## src/rtl/uart_tx_arbiter.sv

```systemverilog
// Round-robin arbiter sharing one 8N1 UART transmitter between NUM_REQ byte producers.
// Optional grant locking for multi-byte messages: define UART_ARB_LOCK_EN.
module uart_tx_arbiter #(
  parameter int NUM_REQ      = 4,
  parameter int ID_WIDTH     = 2,
  parameter int BUSY_TIMEOUT = 15
) (
  input  logic                  clk,
  input  logic                  reset,
  input  logic [NUM_REQ-1:0]    reqValid,
  input  logic [8*NUM_REQ-1:0]  reqData,
  input  logic [NUM_REQ-1:0]    reqLock,
  output logic [NUM_REQ-1:0]    reqAck,
  output logic [7:0]            uartData,
  output logic                  uartDataReady,
  input  logic                  uartBusy,
  output logic [ID_WIDTH-1:0]   grantId,
  output logic                  arbBusy,
  output logic                  timeoutErr
);

  localparam int CW = $clog2(BUSY_TIMEOUT + 1);

  typedef enum logic [1:0] {IDLE, WAIT_BUSY, WAIT_DONE} state_t;

  state_t state, state_n;

  logic [NUM_REQ-1:0][7:0] req_bytes;
  logic [NUM_REQ-1:0]      cand;
  logic [CW-1:0]           cnt, cnt_n;
  logic                    timeout_hit;

  logic                    win_found, hi_f, lo_f;
  logic [ID_WIDTH-1:0]     win, hi, lo;
  logic [NUM_REQ-1:0]      win_oh, hi_oh, lo_oh;
  logic [7:0]              win_data;

  logic [NUM_REQ-1:0]      ack_n;
  logic                    rdy_n, err_n;
  logic [7:0]              data_n;
  logic [ID_WIDTH-1:0]     gid_n;

  for (genvar g = 0; g < NUM_REQ; g++) begin : g_unpack
    assign req_bytes[g] = reqData[8*g +: 8];
  end

`ifdef UART_ARB_LOCK_EN
  logic [NUM_REQ-1:0] lock_oh, lock_n;
  logic               hold;

  // The owner keeps exclusive access only while its own lock bit stays high.
  assign hold = |(lock_oh & reqLock);
  assign cand = hold ? (reqValid & lock_oh) : reqValid;

  always_comb begin
    lock_n = lock_oh;
    if (state == IDLE && !hold) lock_n = '0;
    if (state == WAIT_BUSY && |reqAck) lock_n = reqAck & reqLock;
    if (timeout_hit) lock_n = '0;
  end

  always_ff @(posedge clk or posedge reset) begin
    if (reset) lock_oh <= '0;
    else       lock_oh <= lock_n;
  end
`else
  logic unused_lock;
  assign unused_lock = ^reqLock;
  assign cand        = reqValid;
`endif

  // Two-sided priority: lowest index above grantId wins, else lowest index at or below it.
  always_comb begin
    hi_f     = 1'b0;
    lo_f     = 1'b0;
    hi       = '0;
    lo       = '0;
    hi_oh    = '0;
    lo_oh    = '0;
    win_data = '0;
    for (int i = NUM_REQ - 1; i >= 0; i--) begin
      if (cand[i]) begin
        if (i > int'(grantId)) begin
          hi_f  = 1'b1;
          hi    = ID_WIDTH'(i);
          hi_oh = NUM_REQ'(1) << i;
        end else begin
          lo_f  = 1'b1;
          lo    = ID_WIDTH'(i);
          lo_oh = NUM_REQ'(1) << i;
        end
      end
    end
    win_found = hi_f | lo_f;
    win       = hi_f ? hi : lo;
    win_oh    = hi_f ? hi_oh : lo_oh;
    for (int i = 0; i < NUM_REQ; i++)
      if (win_oh[i]) win_data = win_data | req_bytes[i];
  end

  assign timeout_hit = (state == WAIT_BUSY) && !uartBusy && (cnt == CW'(BUSY_TIMEOUT - 1));
  assign arbBusy     = (state != IDLE);

  always_ff @(posedge clk or posedge reset) begin
    if (reset) state <= IDLE;
    else       state <= state_n;
  end

  always_comb begin
    state_n = state;
    case (state)
      IDLE:      if (win_found) state_n = WAIT_BUSY;
      WAIT_BUSY: if (uartBusy) state_n = WAIT_DONE;
                 else if (timeout_hit) state_n = IDLE;
      WAIT_DONE: if (!uartBusy) state_n = IDLE;
      default:   state_n = IDLE;
    endcase
  end

  always_comb begin
    ack_n  = '0;
    rdy_n  = 1'b0;
    data_n = uartData;
    gid_n  = grantId;
    cnt_n  = cnt;
    err_n  = timeoutErr;
    case (state)
      IDLE: if (win_found) begin
        ack_n  = win_oh;
        rdy_n  = 1'b1;
        data_n = win_data;
        gid_n  = win;
        cnt_n  = '0;
      end
      WAIT_BUSY: if (!uartBusy) begin
        cnt_n = cnt + CW'(1);
        if (timeout_hit) err_n = 1'b1;
      end
      default: ;
    endcase
  end

  always_ff @(posedge clk or posedge reset) begin
    if (reset) begin
      reqAck        <= '0;
      uartDataReady <= 1'b0;
      uartData      <= 8'h00;
      grantId       <= ID_WIDTH'(NUM_REQ - 1);
      cnt           <= '0;
      timeoutErr    <= 1'b0;
    end else begin
      reqAck        <= ack_n;
      uartDataReady <= rdy_n;
      uartData      <= data_n;
      grantId       <= gid_n;
      cnt           <= cnt_n;
      timeoutErr    <= err_n;
    end
  end

endmodule

```

## config.mk

```make
export PLATFORM = sky130hd
export DESIGN_NAME = uart_tx_arbiter
export DESIGN_NICKNAME = d
export VERILOG_FILES = /design/src/rtl/uart_tx_arbiter.sv
export SDC_FILE = /design/constraint.sdc
export NUM_CORES = 1
export LEC_CHECK = 0
export BUFFER_PORTS_ARGS = -buffer_cell sky130_fd_sc_hd__buf_2
export CAP_MARGIN = 20
export CORE_MARGIN = 3
export CORE_UTILIZATION = 48
export CTS_BUF_LIST = sky130_fd_sc_hd__clkbuf_8
export DETAILED_ROUTE_END_ITERATION = 10
export PLACE_DENSITY_LB_ADDON = 0.08
export SLEW_MARGIN = 10
export SYNTH_ARGS = -nofsm -noshare
export SYNTH_HDL_FRONTEND = slang
export SYNTH_SLANG_ARGS = --single-unit
```

## constraint.sdc

```tcl
create_clock -name clk -period 1.8 [get_ports clk]
set_clock_uncertainty 0.1 [all_clocks]
set_input_delay 0.18 -clock clk [delete_from_list [all_inputs] [get_ports clk]]
set_output_delay 0.18 -clock clk [all_outputs]
set_load 0.05 [all_outputs]
```

Word-level counts from Yosys, hierarchy flattened

Index checks and enable logic that the tools add are counted.

Add/subtract/negate cells: 1
Order comparisons: 3
Equality and inequality tests: 7
Mux-type cells: 57
Bitwise logic cells: 5
Reduce and logical (&&, ||, !) cells: 10

Operators by type and width:

| cell                  | number |
|---|---|
| $mux W4               | 18 |
| $mux W2               | 18 |
| $mux W8               | 4 |
| $or A8 B8 Y8          | 3 |
| $mux W1               | 15 |
| $reduce_and A3 Y1     | 3 |
| $pmux W4 S2           | 1 |
| $ne A2 B2 Y1 const B  | 3 |
| $pmux W2 S3           | 1 |
| $add A4 B1 Y4 const B | 1 |
| $eq A4 B4 Y1 const B  | 1 |
| $gt A2 B2 Y1 const A  | 2 |
| $reduce_bool A2 Y1    | 2 |
| $ne A3 B3 Y1 const B  | 1 |
| $eq A2 B1 Y1 const B  | 1 |
| $eq A2 B2 Y1 const B  | 1 |
| $gt A1 B2 Y1 const A  | 1 |
| $logic_and A1 B1 Y1   | 2 |
| $logic_not A2 Y1      | 1 |
| $reduce_and A2 Y1     | 1 |
| $logic_not A1 Y1      | 1 |
| $not A1 Y1            | 1 |
| $or A1 B1 Y1          | 1 |

Bits in registers: 22
Input port bits: 43
Output and inout port bits: 17
Logic and storage cells: 90

Logic depth before layout (Yosys ltp)

Gate-level depths: netlist of run 1.

Depth after elaboration: 16
Depth in mapped cells: 7
Depth with buffers taken out: 5

Least setup slack after synthesis of run 1

OpenSTA, ideal clock, no wires.

Path kind: register to register
Start point: reg grantId[0]
End point: reg uartData[0]
Library setup time: 0.082 ns
Arrival: 1.686 ns
Required time: 1.618 ns
Setup slack: -0.067 ns
Cell stages (with the launch flop): 6
Buffers on the path: 1
Period minus slack after synthesis: 1.867 ns
Path through: dfstp_2 > buf_2 > nor2b_1 > o311ai_2 > a31oi_1 > a31oi_1

Longest elaborated chain between the ends: 15
Elaborated cells on any way between the ends: 39
Those cells by class: order compare (3); mux (31); bitwise (4); reduce/logical (1)

RTL lines:

| element                  | line | source |
|---|---|---|
| start: declaration       | 17   | `output logic [ID_WIDTH-1:0] grantId,` |
| start signal: assignment | 148  | `grantId <= ID_WIDTH'(NUM_REQ - 1);` |
| start signal: assignment | 155  | `grantId <= gid_n;` |
| $gt A2 B2 Y1             | 83   | `if (i > int'(grantId)) begin` |
| $mux W1                  | 83   |  |
| $mux W1                  | 82   | `if (cand[i]) begin` |
| $mux W1                  | 83   |  |
| $mux W1                  | 82   |  |
| $mux W1                  | 83   |  |
| $mux W1                  | 82   |  |
| $mux W4                  | 96   | `win_oh = hi_f ? hi_oh : lo_oh;` |
| $mux W8                  | 98   | `if (win_oh[i]) win_data = win_data \| req_bytes[i];` |
| $or A8 B8 Y8             | 98   |  |
| $mux W8                  | 98   |  |
| $or A8 B8 Y8             | 98   |  |
| $mux W8                  | 98   |  |
| $or A8 B8 Y8             | 98   |  |
| $mux W8                  | 98   |  |
| end signal: assignment   | 154  | `uartData <= data_n;` |
| end: declaration         | 14   | `output logic [7:0] uartData,` |

Several ways; a longest one is shown, not always the timed one.
A chain may end at the register's enable or synchronous reset.

Worst setup path after layout of run 1

Start point: reg grantId[1]
End point: reg uartData[1]

Same word-level chain as after synthesis.

==> results.md, run 1 <==
* Initial antenna violation count at 0
* Root Buffer Master: clkbuf_8
* CTS Buf Count at 3
* Final setup violation count at 0
* Htree depth at 1
* Post-route minimum period at 1.70 ns
* Status: finished, final reports clean
* Buffer and inverter count on the worst path at 0
* Core box area at 0.00252 mm2
* Final setup margin at 0.104 ns
* Area grow syn2layout at 29.5%
* Drt total wl at 3370 um
* Slowest stage cell, crit path: dfstp_4
* Design area at 0.00167 mm2
* R2R cell count at 4
* Yosys top cell area share at 0.387
* Reg2Reg Launch Point: grantId[1]$_DFFE_PP1P_
* Port Buffers at 55
* Clock-pin slew on the worst setup and hold paths at 0.08 ns
* Die ar. at 0.00335 mm2
* Worst Path Arrival at 1.73 ns
* Final ANT Viol Nets at 0
* Clk buf depth at 2
* Leakage at 0.846 nW
* F_max at 0.590 GHz
* Vias in the first global route at 1236
* Finished Core Util at 0.664
* Worst r2r dst: uartData[1]$_DFFE_PP0P_
* Min-delay src: reqData[10]
* Slew of the pin with the lowest slew margin at 0.444 ns
* Antenna Cells at 0
* Initial DRC count at 38
* Setup TNS Final at 0 ns
* Post-CTS Setup Repair Bufs at 0
* Asr flop ratio synth at 1.00
* Final #Nets at 243
* 1st-pass router iterations at 5
* Synth Flop Type: dfrtp_1
* CP peak stage delay at 0.70 ns
* Via density at 5.78
* Final count of hold timing violations at 0
* CTS tree: done
* Fin. max-slew vios at 0
* Mean post-synth cell area at 9.23 um2
* Flops & latches, synth at 22
* Final Cycle Share at 0.942
* Starting Density at 0.512
* Yosys cell types at 36
* CP endpoint: uartData[1]$_DFFE_PP0P_
* Unrepaired setup endpoints after global routing: no
* # rows at 18
* Die Span Y at 57.9 um
* Largest cells by area after synthesis: dfrtp_1, a31oi_1, and3_1
* Critical Path Stages at 4
* Hold WC Path Type: in2reg
* Syn nets at 185
* Largest net degree at the start of global routing at 23
* Width of the die at 57.9 um
* Slew margin rel. at 0.703
* Crit path from: grantId[1]$_DFFE_PP1P_
* GR Overflow Total at 0
* GRT Overall Usage at 0.214
* Area of the mapped netlist at 0.00129 mm2
* Cell Area, Placed at 0.00161 mm2
* Seq/Total Area, Yosys at 0.428
* Worst-path fanout max at 15
* I/O Pins at 60
* Worst-Skew Late Latency at 0.26 ns
* CP Capture Type: register
* RePlAce Congestion at 0.752
* Required time of the critical path at 1.84 ns
* WL/cell at 14.8 um
* Top delay family on crit path: compound AO/OA/AOI/OAI gates
* Ys Warns at 0
* Worst vdd ir at 1320 uV
* Cell taking the most area after synthesis: dfrtp_1
* Post-DP HPWL at 2510 um
* Global-route wire length before repair at 5620 um
* Critical path type: reg2reg
* PD cells at 1790 mW/mm2
* Max-cap viol count at 0
* Cell count after synthesis at 140
* Power, Total at 2.99 mW
* Crit start category: register
* Share of layout cells above drive strength 1 at 0.386
* Worst slack, placed at 0.0978 ns
* Critical-path cell list: a21oi_1, o211a_1, a22oi_1, a31oi_1
* Post-synth EDFFs at 0
* DRC Markers at 0
* Via count at 1311
* Clock sink count at 22
* R2R Setup Slk at 0.10 ns
[layer usage]
metal	vias to the layer above	GRT usage	part of all wire
met5	-	0	0
met4	0	0.0596	0.012
met3	4	0.0334	0.070
met2	51	0.352	0.49
met1	620	0.292	0.43
li1	636	-	-
[sequential cells by signal (all words and copies together), names as in the netlist]
name,flops
grantId,2
cnt,4
reqAck,4
timeoutErr,1
uartDataReady,1
state,2
uartData,8
[cell usage after synthesis (2+ instances only)]
library cell  instances
ha_1                  2
and3_1               11
a31oi_1              16
dfrtp_1              20
buf_2                 2
and2_1                2
nor2b_1               4
nand2b_1              2
o21ai_0               7
o311ai_2              2
a21oi_1               4
xor2_1                3
clkbuf_1              4
or3_1                 2
nand3_1              10
buf_6                 3
inv_1                 4
dfstp_2               2
a22oi_1               8
nor2_1               14
nand2_1               3
[tightest hold or removal path: cells and delay by family]
kind            cells  cell delay, ns
buf+inv             1            0.10
simple gates        1            0.07
compound gates      1            0.06
[placed cells by master, fill, tap and decap left out, types with 2 or more instances in the layout]
master and count:
a21oi_1 4, nand3_1 10, inv_1 4, clkbuf_8 4, and3_1 11, ha_1 2, xor2_1 3, dfrtp_1 20
buf_2 55, a31oi_1 16, a22oi_1 8, and2_1 2, nand2b_1 2, or3_1 2, nor2b_1 4, o21ai_0 7
buf_4 6, nand2_1 3, nor2_1 14
[per-stage QoR]
step,cells,hold WS (ns)
2_1_floorplan,140,0.0677
3_3_place_gp,222,0.127
3_5_place_dp,222,0.132
4_1_cts,227,0.0848
5_1_grt,227,0.0914
6_report,227,0.0846
[where the power goes]
part	internal [mW]	leakage (nW)	switching (mW)	total [mW]
clock network	0.195	0.0288	0.158	0.353
logic	0.546	0.545	1.21	1.75
registers	0.717	0.272	0.166	0.884
[how the worst min path moves through the flow]
stage	endpoint	slack, ns	cells past startpoint
after floorplan	cnt[0]$_DFFE_PP0P_	0.07	1
after global placement	uartDataReady$_DFF_PP0_	0.13	3
after detailed placement	uartDataReady$_DFF_PP0_	0.13	3
after CTS	uartData[6]$_DFFE_PP0P_	0.08	3
after global routing	uartData[4]$_DFFE_PP0P_	0.09	3
final	uartData[2]$_DFFE_PP0P_	0.08	3
[cells by family after synthesis]
logic type / synth area share
and+or+nand+nor: 0.232
DFF: 0.428
adders and majority gates: 0.0194
buffers and inverters: 0.0600
xor gates and xnor gates: 0.0203
AOI/OAI and AO/OA: 0.240
[what timing repair did]
item                                   4_1_cts  5_1_grt
hold buffers                                 1        0
resized for setup                            0        0
endpoints found under the hold margin       20        0
[layout make-up]
type                            count  area, um2
Clock buffer                        4       55.1
Tap cell                           30       37.5
Timing Repair Buffer               62        330
Fill cell                         219        848
Multi-Input combinational cell    104        676
Inverter                            5       18.8
Sequential cell                    22        557
Note: power is estimated with default switching activity, not from simulation.
==> run 2: changes to the inputs <==
--- a/config.mk
+++ b/config.mk
@@ -8,7 +8,7 @@
 export BUFFER_PORTS_ARGS = -buffer_cell sky130_fd_sc_hd__buf_2
 export CAP_MARGIN = 20
 export CORE_MARGIN = 3
-export CORE_UTILIZATION = 48
+export CORE_UTILIZATION = 43
 export CTS_BUF_LIST = sky130_fd_sc_hd__clkbuf_8
 export DETAILED_ROUTE_END_ITERATION = 10
 export PLACE_DENSITY_LB_ADDON = 0.08
==> constraint.sdc (replaced) <==
create_clock -name clk -period 1.5 [get_ports clk]
set_clock_uncertainty 0.1 [all_clocks]
set_input_delay 0.15 -clock clk [delete_from_list [all_inputs] [get_ports clk]]
set_output_delay 0.15 -clock clk [all_outputs]
set_load 0.05 [all_outputs]
==> results.md, run 2 (synthesis gave the netlist of run 1 again) <==
* Worst vdd ir at 823 uV (was 1320 uV)
* Most common cell after layout, fill and taps aside: buf_2 (unchanged)
* RePlAce Congestion at 0.797 (was 0.752)
* Starting Density at 0.461 (was 0.512)
* GR Overflow Total at 0 (unchanged)
* # rows at 19 (was 18)
* Required time of the critical path at 1.54 ns (was 1.84 ns)
* Htree depth at 1 (unchanged)
* Root Buffer Master: clkbuf_8 (unchanged)
* Clock-pin slew on the worst setup and hold paths at 0.08 ns (about the same)
* 1st-pass router iterations at 4 (was 5)
* Unrepaired setup endpoints after global routing: yes (was no)
* Fin. max-slew vios at 0 (unchanged)
* Core box area at 0.00281 mm2 (was 0.00252 mm2)
* Share of layout cells above drive strength 1 at 0.500 (was 0.386)
* Via count at 1380 (was 1311)
* Status: finished with violations (was finished, final reports clean)
* Drt total wl at 3720 um (was 3370 um)
* Antenna Cells at 0 (unchanged)
* Slew of the pin with the lowest slew margin at 0.277 ns (was 0.444 ns)
* Die ar. at 0.00370 mm2 (was 0.00335 mm2)
* DRC Markers at 0 (unchanged)
* Post-route minimum period at 1.58 ns (was 1.70 ns)
* Reg power frac at 0.261 (was 0.295)
* Port Buffers at 55 (unchanged)
* CTS Buf Count at 3 (unchanged)
* Initial antenna violation count at 0 (unchanged)
* Final #Nets at 256 (was 243)
* Final setup violation count at 9 (was 0)
* WL/cell at 15.4 um (was 14.8 um)
* Via density at 5.73 (was 5.78)
* Switch Pwr at 2.04 mW (was 1.53 mW)
* Largest regs: uartData (8), cnt (4), reqAck (4) (unchanged)
* GRT Overall Usage at 0.204 (was 0.214)
* Worst-path fanout max at 6 (was 15)
* Hold WC Path Type: in2reg (unchanged)
* Final count of hold timing violations at 0 (unchanged)
* Die Span Y at 60.8 um (was 57.9 um)
* PD cells at 2140 mW/mm2 (was 1790 mW/mm2)
* Final setup margin at -0.0781 ns (was 0.104 ns)
* Clock network power share at 0.089 (was 0.118)
* Clock sink count at 22 (unchanged)
* Failing checks: negative setup slack
* Global-route wire length before repair at 5790 um (was 5620 um)
* Post-DP HPWL at 2600 um (was 2510 um)
* Final ANT Viol Nets at 0 (unchanged)
* F_max at 0.634 GHz (was 0.590 GHz)
* Worst-Skew Late Latency at 0.26 ns (about the same)
* Width of the die at 60.8 um (was 57.9 um)
* Slew margin rel. at 0.815 (was 0.703)
* Max reg flops at 8 (unchanged)
* Comb power frac at 0.651 (was 0.587)
* Largest net degree at the start of global routing at 23 (unchanged)
* Net Sw Frac at 0.499 (was 0.512)
* Max-cap viol count at 0 (unchanged)
* Vias in the first global route at 1297 (was 1236)
* Area grow syn2layout at 48.2% (was 29.5%)
* Commonest cells after routing, fill and taps aside: buf_2, dfrtp_1, a31oi_1, nor2_1, buf_4 (was buf_2, dfrtp_1, a31oi_1, nor2_1, and3_1)
* Leakage at 0.940 nW (was 0.846 nW)
* Clk buf depth at 2 (unchanged)
* Crit start category: register (unchanged)
* Top reg by flops: uartData (unchanged)
* Critical path type: reg2reg (unchanged)
* CTS tree: done (unchanged)
* Placed insts at 231 (was 222)
* I/O Pins at 60 (unchanged)
* Cell internal pwr at 2.05 mW (was 1.46 mW)
* CP Capture Type: register (unchanged)
* Final Cycle Share at 1.05 (was 0.942)
* Fin cells at 241 (was 227)
* Worst Path Arrival at 1.62 ns (was 1.73 ns)
* Finished Core Util at 0.683 (was 0.664)
* Initial DRC count at 37 (was 38)
[run 2: per-layer routing]
metal | vias to the layer above | track usage | share of wire
li1 | 664 | - | -
met1 | 635 | 0.278 | 0.42
met2 | 73 | 0.340 | 0.49
met4 | 0 | 0.0588 | 0.012
met3 | 8 | 0.0234 | 0.078
met5 | - | 0 | 0
[run 2: what timing repair did]
| item | 4_1_cts | 5_1_grt |
|---|---|---|
| endpoints found under the hold margin | 20 | 0 |
| resized for setup | 16 | 13 |
| hold buffers | 1 | 0 |
| cloned | 0 | 1 |
| pin swaps | 13 | 2 |
| setup buffers | 4 | 0 |
| setup endpoints to repair | 11 | 12 |
[run 2: worst max-delay path: stages, from the launching register on]
cell and delay [ns]:
dfstp_4 0.65, a21oi_1 0.11, o211a_2 0.31, a22oi_2 0.19, a31oi_1 0.10
[run 2: through the flow]
step / worst slack [ns] / power, mW / cell area (um2) / hold WS [ns] / setup TNS [ns]
after CTS: -0.0538 / 3.95 / 1850 / 0.0472 / -0.319
after global placement: -0.108 / 3.31 / 1700 / 0.0897 / -0.820
after detailed placement: -0.146 / 3.36 / 1700 / 0.0965 / -1.06
final: -0.0781 / 4.10 / 1920 / 0.0451 / -0.546
after global routing: -0.144 / 4.36 / 1920 / 0.0555 / -1.08
after floorplan: -0.200 / 2.80 / 1350 / 0.0377 / -1.78
[run 2: final timing paths]
| check | start | endpoint | slack (ns) | depth (start not counted) |
|---|---|---|---|---|
| max | grantId[1]$_DFFE_PP1P_ | uartData[3]$_DFFE_PP0P_ | -0.08 | 4 |
| min | reqData[12] | uartData[4]$_DFFE_PP0P_ | 0.05 | 3 |
| max reg2reg | grantId[1]$_DFFE_PP1P_ | uartData[3]$_DFFE_PP0P_ | -0.08 | 4 |
| min reg2reg | timeoutErr$_DFFE_PP0P_ | timeoutErr$_DFFE_PP0P_ | 0.35 | 1 |
| max in group asynchronous | reset | grantId[0]$_DFFE_PP1P_ | 0.67 | 4 |
| min in group asynchronous | reset | reqAck[1]$_DFF_PP0_ | 0.35 | 4 |
[run 2: final cells by class]
type | instances | area [um2]
multi-input combinational | 105 | 792
inverter | 5 | 18.8
clock inverter | 1 | 3.75
clock buffer | 3 | 41.3
fill | 219 | 890
timing repair buffer | 74 | 464
tap | 31 | 38.8
sequential | 22 | 557
[run 2: power by group through the flow]
| stage | Clock, mW | Combinational (mW) | Sequential, mW |
|---|---|---|---|
| final | 0.365 | 2.67 | 1.07 |
| after detailed placement | 0 | 2.29 | 1.07 |
| after floorplan | 0 | 1.15 | 1.64 |
| after CTS | 0.368 | 2.53 | 1.05 |
| after global placement | 0 | 2.26 | 1.05 |
| after global routing | 0.386 | 2.86 | 1.11 |
==> run 3: changes to the inputs <==
--- a/config.mk
+++ b/config.mk
@@ -7,8 +7,10 @@
 export LEC_CHECK = 0
 export BUFFER_PORTS_ARGS = -buffer_cell sky130_fd_sc_hd__buf_2
 export CAP_MARGIN = 20
+export CELL_PAD_IN_SITES_DETAIL_PLACEMENT = 1
+export CELL_PAD_IN_SITES_GLOBAL_PLACEMENT = 1
 export CORE_MARGIN = 3
-export CORE_UTILIZATION = 43
+export CORE_UTILIZATION = 31
 export CTS_BUF_LIST = sky130_fd_sc_hd__clkbuf_8
 export DETAILED_ROUTE_END_ITERATION = 10
 export PLACE_DENSITY_LB_ADDON = 0.08
==> results.md, run 3 (synthesis gave the netlist of run 1 again) <==
* Status: finished with violations (unchanged)
* Failing checks: negative setup slack (unchanged)
* Root Buffer Master: clkbuf_8 (unchanged)
* Register area at 558 um2 (was 557 um2)
* Worst vdd ir at 795 uV (was 823 uV)
* Worst Path Arrival at 1.67 ns (was 1.62 ns)
* Final Cycle Share at 1.08 (was 1.05)
* Worst r2r dst: uartData[7]$_DFFE_PP0P_ (was uartData[3]$_DFFE_PP0P_)
* Via count at 1438 (was 1380)
* Width of the die at 70.6 um (was 60.8 um)
* Slew margin rel. at 0.796 (was 0.815)
* Clock-pin slew on the worst setup and hold paths at 0.08 ns (about the same)
* Commonest cells after routing, fill and taps aside: buf_2, dfrtp_1, a31oi_1, buf_4, nor2_1 (was buf_2, dfrtp_1, a31oi_1, nor2_1, buf_4)
* Most common cell after layout, fill and taps aside: buf_2 (unchanged)
* WL/cell at 18.6 um (was 15.4 um)
* Unrepaired setup endpoints after global routing: yes (unchanged)
* PD cells at 2170 mW/mm2 (was 2140 mW/mm2)
* Fin. max-slew vios at 0 (unchanged)
* Clock sink count at 22 (unchanged)
* Top reg by flops: uartData (unchanged)
* GR Overflow Total at 0 (unchanged)
* Global-route wire length before repair at 7770 um (was 5790 um)
* WHS Path Cells at 3 (unchanged)
* R2R Setup Slk at -0.12 ns (was -0.08 ns)
* I/O Pins at 60 (unchanged)
* 1st-pass router iterations at 4 (unchanged)
* Starting Density at 0.338 (was 0.461)
* Htree depth at 1 (unchanged)
* Setup TNS Final at -1.13 ns (was -0.546 ns)
* Largest regs: uartData (8), cnt (4), reqAck (4) (unchanged)
* Min-delay src: reqData[12] (unchanged)
* Clk buf depth at 2 (unchanged)
* Initial antenna violation count at 0 (unchanged)
* Hold WC Path Type: in2reg (unchanged)
* Hold EP: uartData[4]$_DFFE_PP0P_ (unchanged)
* Fillers at 449 (was 219)
* Initial DRC count at 70 (was 37)
* Core box area at 0.00383 mm2 (was 0.00281 mm2)
* Leakage at 1.00 nW (was 0.940 nW)
* # rows at 22 (was 19)
* Share of layout cells above drive strength 1 at 0.553 (was 0.500)
* Final setup violation count at 15 (was 9)
* Crit start category: register (unchanged)
* Slew of the pin with the lowest slew margin at 0.306 ns (was 0.277 ns)
* GRT Overall Usage at 0.196 (was 0.204)
* Max reg flops at 8 (unchanged)
* Reg2Reg Launch Point: grantId[1]$_DFFE_PP1P_ (unchanged)
* CP Capture Type: register (unchanged)
* Worst-Skew Late Latency at 0.26 ns (about the same)
* Drt total wl at 4960 um (was 3720 um)
* F_max at 0.618 GHz (was 0.634 GHz)
* Max-cap viol count at 0 (unchanged)
* Multi-input logic area at 853 um2 (was 792 um2)
* Critical path type: reg2reg (unchanged)
* Final count of hold timing violations at 0 (unchanged)
* CTS Buf Count at 3 (unchanged)
* Vias in the first global route at 1584 (was 1297)
* Post-DP HPWL at 3390 um (was 2600 um)
* Final setup margin at -0.117 ns (was -0.0781 ns)
* Final ANT Viol Nets at 0 (unchanged)
* RePlAce Congestion at 0.796 (was 0.797)
* Power, Total at 4.53 mW (was 4.10 mW)
* Antenna Cells at 0 (unchanged)
* R2R cell count at 6 (was 4)
* Port Buffers at 55 (unchanged)
* Largest net degree at the start of global routing at 23 (unchanged)
* Required time of the critical path at 1.55 ns (was 1.54 ns)
* Post-route minimum period at 1.62 ns (was 1.58 ns)
* DRC Markers at 0 (unchanged)
* CTS tree: done (unchanged)
* Die ar. at 0.00498 mm2 (was 0.00370 mm2)
* Die Span Y at 70.6 um (was 60.8 um)
* Final #Nets at 265 (was 256)
* Area grow syn2layout at 61.5% (was 48.2%)
* Worst-path fanout max at 5 (was 6)
* Via density at 5.39 (was 5.73)
run 3: worst max-delay path, cell delays in order (launching register included):
cell      delay (ns)
dfstp_4         0.69
buf_8           0.15
or2_4           0.13
o311ai_4        0.11
buf_6           0.16
nand3_1         0.09
a31oi_1         0.07
run 3: worst max path at each step:
| stage | start | to | cells past startpoint |
|---|---|---|---|
| after floorplan | grantId[0]$_DFFE_PP1P_ | uartData[0]$_DFFE_PP0P_ | 5 |
| after global placement | grantId[1]$_DFFE_PP1P_ | uartData[3]$_DFFE_PP0P_ | 4 |
| after detailed placement | grantId[1]$_DFFE_PP1P_ | uartData[2]$_DFFE_PP0P_ | 4 |
| after CTS | grantId[1]$_DFFE_PP1P_ | uartData[3]$_DFFE_PP0P_ | 5 |
| after global routing | grantId[1]$_DFFE_PP1P_ | uartData[7]$_DFFE_PP0P_ | 5 |
| final | grantId[1]$_DFFE_PP1P_ | uartData[7]$_DFFE_PP0P_ | 6 |
run 3: repair_timing:
action,4_1_cts,5_1_grt
cloned,2,0
setup buffers,4,3
hold endpoints to repair,20,0
setup endpoints to repair,12,18
pin swaps,17,7
gates resized for setup,30,19
hold buffers,1,0
run 3: layout make-up:
class,count,area share
clock buffers,4,0.0264
inverters,5,0.00899
flip-flops and latches,22,0.267
well taps,48,0.0288
repair buffers,82,0.260
multi-input cells,106,0.409
run 3: routing by layer:
layer,up-vias,GRT usage,share of wire
li1,677,-,-
met1,710,0.244,0.43
met2,45,0.346,0.51
met3,6,0.0213,0.042
met4,0,0.0772,0.017
met5,-,0,0
run 3: power breakdown:
part           internal, mW  leakage [nW]  total (mW)  switching [mW]
sequential            0.864         0.271        1.10           0.233
combinational          1.20         0.704        2.99            1.79
clock                 0.234        0.0288       0.437           0.203
total                  2.30          1.00        4.53            2.23
run 3: metrics by stage:
stage	cell area (um2)	worst slack [ns]	hold slack [ns]	util	std cells
6_report	2090	-0.117	0.0434	0.545	267
3_3_place_gp	1750	-0.0955	0.100	0.457	253
3_5_place_dp	1750	-0.161	0.106	0.457	253
2_1_floorplan	1350	-0.200	0.0377	-	140
4_1_cts	1980	-0.104	0.0387	0.519	264
5_1_grt	2090	-0.210	0.0456	0.545	267
